$ cat src/rtl/dds_signal_generator.sv
// dds_signal_generator: phase-accumulator sine source for FIR stimulus.
// Optional second summed tone: define DDS_SECOND_TONE_EN.
module dds_signal_generator #(
  parameter int PHASE_W = 16,
  parameter int N_PROBE = 8,
  parameter logic [PHASE_W-1:0] FCW0_INIT = 16'h0400,
  parameter logic [PHASE_W-1:0] FCW1_INIT = 16'h3000
) (
  input  logic               clock,
  input  logic               i_reset,
  input  logic               i_en,
  input  logic [PHASE_W-1:0] i_fcw0,
  input  logic [PHASE_W-1:0] i_fcw1,
  input  logic               i_load,
  output logic               o_load_ack,
  output logic [N_PROBE-1:0] o_signal,
  output logic               o_valid
);

  // quarter-wave table: round(127*sin(2*pi*k/256)), k = 0..64
  localparam int QTAB [65] = '{
    0,   3,   6,   9,   12,  16,  19,  22,
    25,  28,  31,  34,  37,  40,  43,  46,
    49,  51,  54,  57,  60,  63,  65,  68,
    71,  73,  76,  78,  81,  83,  85,  88,
    90,  92,  94,  96,  98,  100, 102, 104,
    106, 107, 109, 111, 112, 113, 115, 116,
    117, 118, 120, 121, 122, 122, 123, 124,
    125, 125, 126, 126, 126, 127, 127, 127,
    127
  };

  function automatic logic [7:0] sine(input logic [7:0] p);
    logic [6:0] k;
    logic [7:0] mag;
    k = p[6] ? 7'd64 - {1'b0, p[5:0]} : {1'b0, p[5:0]};
    mag = {1'b0, 7'(QTAB[k])};
    sine = p[7] ? -mag : mag;
  endfunction

  logic [PHASE_W-1:0] ph0;
  logic [PHASE_W-1:0] fcw0;
  logic [PHASE_W-1:0] sh0;
  logic [PHASE_W:0]   sum0;
  logic               carry0;
  logic               pend;
  logic               apply;
  logic               v1;
  logic [7:0]         s0;
  logic [7:0]         out;

  assign sum0   = {1'b0, ph0} + {1'b0, fcw0};
  assign carry0 = sum0[PHASE_W];
  // retune only on a wrap (or when stopped) so the wave never jumps
  assign apply  = pend & i_en & (carry0 | (fcw0 == '0));

  // tone-0 accumulator plus the shadow/active word handshake
  always_ff @(posedge clock or negedge i_reset) begin
    if (!i_reset) begin
      ph0        <= '0;
      fcw0       <= FCW0_INIT;
      sh0        <= '0;
      pend       <= 1'b0;
      o_load_ack <= 1'b0;
    end else begin
      if (i_en)
        ph0 <= sum0[PHASE_W-1:0];
      if (i_load)
        sh0 <= i_fcw0;
      if (apply)
        fcw0 <= i_load ? i_fcw0 : sh0;
      pend       <= ~apply & (pend | i_load);
      o_load_ack <= apply;
    end
  end

`ifdef DDS_SECOND_TONE_EN
  logic [PHASE_W-1:0] ph1;
  logic [PHASE_W-1:0] fcw1;
  logic [PHASE_W-1:0] sh1;
  logic [7:0]         s1;
  logic [8:0]         sum9;

  // tone-1 accumulator and lookup, retuned together with tone 0
  always_ff @(posedge clock or negedge i_reset) begin
    if (!i_reset) begin
      ph1  <= '0;
      fcw1 <= FCW1_INIT;
      sh1  <= '0;
      s1   <= '0;
    end else begin
      if (i_en)
        ph1 <= ph1 + fcw1;
      if (i_load)
        sh1 <= i_fcw1;
      if (apply)
        fcw1 <= i_load ? i_fcw1 : sh1;
      s1 <= sine(ph1[PHASE_W-1 -: 8]);
    end
  end

  assign sum9 = {s0[7], s0} + {s1[7], s1};
  assign out  = sum9[8:1];
`else
  logic unused_tone1;
  assign unused_tone1 = ^{i_fcw1, FCW1_INIT};
  assign out = s0;
`endif

  // two-stage output pipeline: lookup, then hold-or-update sample
  always_ff @(posedge clock or negedge i_reset) begin
    if (!i_reset) begin
      s0       <= '0;
      v1       <= 1'b0;
      o_signal <= '0;
      o_valid  <= 1'b0;
    end else begin
      s0      <= sine(ph0[PHASE_W-1 -: 8]);
      v1      <= i_en;
      o_valid <= v1;
      if (v1)
        o_signal <= out;
    end
  end

endmodule

$ cat config.mk
export PLATFORM = sky130hd
export DESIGN_NAME = dds_signal_generator
export DESIGN_NICKNAME = d
export VERILOG_FILES = /design/src/rtl/dds_signal_generator.sv
export SDC_FILE = /design/constraint.sdc
export NUM_CORES = 1
export LEC_CHECK = 0
export ABC_AREA = 0
export BUFFER_PORTS_ARGS = -buffer_cell sky130_fd_sc_hd__buf_2
export CAP_MARGIN = 20
export CORE_AREA = 5 5 99 101
export CTS_BUF_LIST = sky130_fd_sc_hd__clkbuf_16
export CTS_CLUSTER_SIZE = 12
export DETAILED_ROUTE_END_ITERATION = 6
export DIE_AREA = 0 0 104 106
export PLACE_DENSITY = 0.69
export SLEW_MARGIN = 5
export SYNTH_ARGS = -nofsm -noshare
export SYNTH_HDL_FRONTEND = slang
export SYNTH_SLANG_ARGS = --single-unit
$ cat constraint.sdc
create_clock -name clock -period 5.4 [get_ports clock]
set_input_delay 0.27 -clock clock [delete_from_list [all_inputs] [get_ports clock]]
set_output_delay 0.27 -clock clock [all_outputs]
set_load 0.02 [all_outputs]
==> flow_metrics.py <==
metrics = {
    "hold_path": {
        "hold_class": "in -> async",
    },
    "flow_run": {
        "maxCapViolations": 0,
    },
    "timing": {
        "tns_ns": 0,
        "period_share_pct": 70.55,
        "period_minus_slack_ns": 3.809,
        "finalHoldViolCount": 0,
        "tightest_slew_ns": 1.048,
        "skew_ns": 0.005601,
        "report.final.slew_viol_count": 0,
        "setup_viol": 0,
        "rsz0062_at_grt": "no",
        "max_slew_margin_pct": 29.89,
        "max_freq_mhz": 262.5,
    },
    "logic_synthesis": {
        "synth-async-reset-ratio_pct": 100.0,
        "syn-num-nets": 461,
        "syn_avg_cell_area_sq_um": 10.76,
        "yosys_warnings": 0,
        "synth_ff_type": "dfrtp_1",
        "synth_edf_count": 0,
        "synthCells": 399,
        "synth_seq_cells": 68,
        "yosysUniqueCellTypes": 66,
        "seq_area_frac_synth_pct": 39.66,
        "syn_area_sq_um": 4294,
    },
    "die": {
        "fp.dieArea_sq_um": 11020,
        "initial_core_util_pct": 48.07,
        "die_h_microns": 106,
        "rows": 35,
        "pin_count": 46,
        "coreArea_sq_um": 8934,
        "dieWidth_microns": 104,
    },
    "route": {
        "drt-total-wl_microns": 8813,
        "viasPerCell": 5.855,
        "antenna_left": 0,
        "drt_iter0_drc": 164,
        "drc": 0,
        "wire_per_inst_microns": 16.38,
        "via_count": 3150,
        "drtPass1Iterations": 4,
    },
    "setup_path": {
        "path_max_fanout": 14,
        "path_class": "reg -> reg",
        "r2r-end": "out[6]",
        "cp-start-kind": "flop",
        "cp.required_ns": 5.61,
        "r2r_slack_ns": 1.59,
        "ff2ff_path_depth": 14,
        "timing.rr.start": "ph0[8]",
        "crit_arrival_ns": 4.02,
        "crit_path_end_kind": "flop",
    },
    "clocking": {
        "cts_tree": "done",
        "clk_pin_slew_ns": 0.06,
        "numCtsBuffers": 9,
        "hold_buffers": 0,
        "insertion_delay_ns": 0.33,
        "cts.htree.levels": 3,
        "numClockSinks": 68,
        "cts.path.max_buffers": 2,
        "postCtsSetupBuffers": 0,
        "clock-root-buffer": "clkbuf_16",
        "cts_resized": 0,
    },
    "cells_and_area": {
        "num_antenna_cells": 0,
        "layout_commonest_cell": "dfrtp_1",
        "stdcell_area_sq_um": 4776,
        "fin_nets": 484,
        "stdcell_count": 538,
        "layout-drive-gt1-share_pct": 28.10,
        "area.growth.synth_to_final_pct": 11.22,
        "mostFrequentLayoutCells": "67 x dfrtp_1, 53 x mux2_2, 29 x buf_2",
    },
    "grt": {
        "grt_pass1_wl_microns": 15030,
        "grt_usage_pct": 16.43,
        "grt_max_degree": 69,
        "gr-total-overflow": 0,
        "antenna_found_initial": 0,
        "grt_pass1_vias": 3128,
    },
    "place": {
        "gp_congestion": 0.8435,
        "post-dp-hpwl_microns": 6277,
        "dp.cells": 522,
        "placed_area_sq_um": 4483,
        "io_buffers": 29,
    },
    "status": {
        "status": "completed",
    },
}
critical path: stages, from the launching register on:
cell	delay, ns
dfrtp_1	0.69
inv_1	0.19
ha_1	0.33
nand2_1	0.10
o21ai_4	0.21
ha_1	0.49
nand3b_1	0.19
a21boi_0	0.20
o221ai_1	0.13
and3_1	0.19
o211ai_1	0.33
nor2_1	0.11
ha_1	0.23
a41oi_1	0.21
xnor2_1	0.10
metrics by stage:
step	setup slack, ns	hold slack, ns	utilization (%)
floorplan	2.305	-0.02559	-
global placement	1.677	0.4596	50.10
detailed placement	1.576	0.4668	50.18
CTS	1.589	0.1536	53.46
global route	1.254	0.1888	53.46
finish	1.591	0.1117	53.46
worst max-delay path by stage:
stage	from	endpoint	slack, ns	depth (start not counted)
2_1_floorplan	ph0[8]	out[6]	2.30	16
6_report	ph0[8]	out[6]	1.59	14
4_1_cts	ph0[8]	out[4]	1.59	14
3_5_place_dp	ph0[8]	out[4]	1.58	14
5_1_grt	ph0[8]	out[4]	1.25	14
3_3_place_gp	ph0[8]	out[6]	1.68	14
layout make-up:
cell class	instances	area (sq um)
timing repair buffer	32	167.7
sequential	68	1703
fill	794	4158
inverter	13	48.80
clock buffer	9	225.2
tap	111	138.9
clock inverter	7	67.56
multi-input combinational	298	2425
per-layer routing:
metal	GRT usage, %	vias to the layer above	routed length [microns]
li1	-	1520	-
met3	3.764	15	377
met4	5.550	0	165
met5	0	-	0
met2	28.10	86	4493
met1	20.49	1529	3776
cells in the mapped netlist, types with 2 or more instances:
cell	count	area, sq um
nand2_1	24	90.09
xnor2_2	2	32.53
mux2_2	53	596.8
nand2b_1	7	43.79
nor2_1	16	60.06
buf_4	5	37.54
xnor2_1	14	122.6
inv_2	2	7.510
dfrtp_1	67	1677
a41oi_1	3	26.28
mux2i_1	3	30.03
a31oi_1	7	43.79
buf_2	7	35.03
clkbuf_1	5	18.77
nor3_1	11	55.05
o21bai_1	2	15.01
and3_1	2	12.51
buf_6	2	22.52
xor2_1	6	52.55
a211oi_1	4	30.03
nand3b_1	3	22.52
o21ai_1	2	10.01
o21ai_0	15	75.07
o211ai_1	4	30.03
nor2b_1	4	25.02
o221ai_1	2	17.52
a21oi_1	23	115.1
nand3_1	9	45.04
o31ai_4	3	63.81
or3_1	3	18.77
a311oi_1	2	17.52
a211oi_2	2	25.02
nand4_1	3	18.77
ha_1	25	312.8
o2111ai_1	2	17.52
a2111o_1	2	22.52
nor4_1	5	31.28
o31ai_1	2	15.01
a21o_1	9	67.56
inv_1	11	41.29
cells by family after synthesis:
group / share of synthesized area, %
buffers and inverters: 3.875
and+or+nand+nor: 11.48
DFF: 39.66
muxes: 14.60
xor gates and xnor gates: 4.837
AOI/OAI and AO/OA: 17.80
adders and majority gates: 7.751
sequential cells by signal, indices dropped and copies added, names as in the netlist:
name,count
fcw0,16
v1,1
ph0,16
sh0,16
o_signal,8
o_valid,1
out,8
pend,1
o_load_ack,1
Power is not shown: default switching activity piles up to over one toggle a cycle in this logic, so the estimate is an artifact.
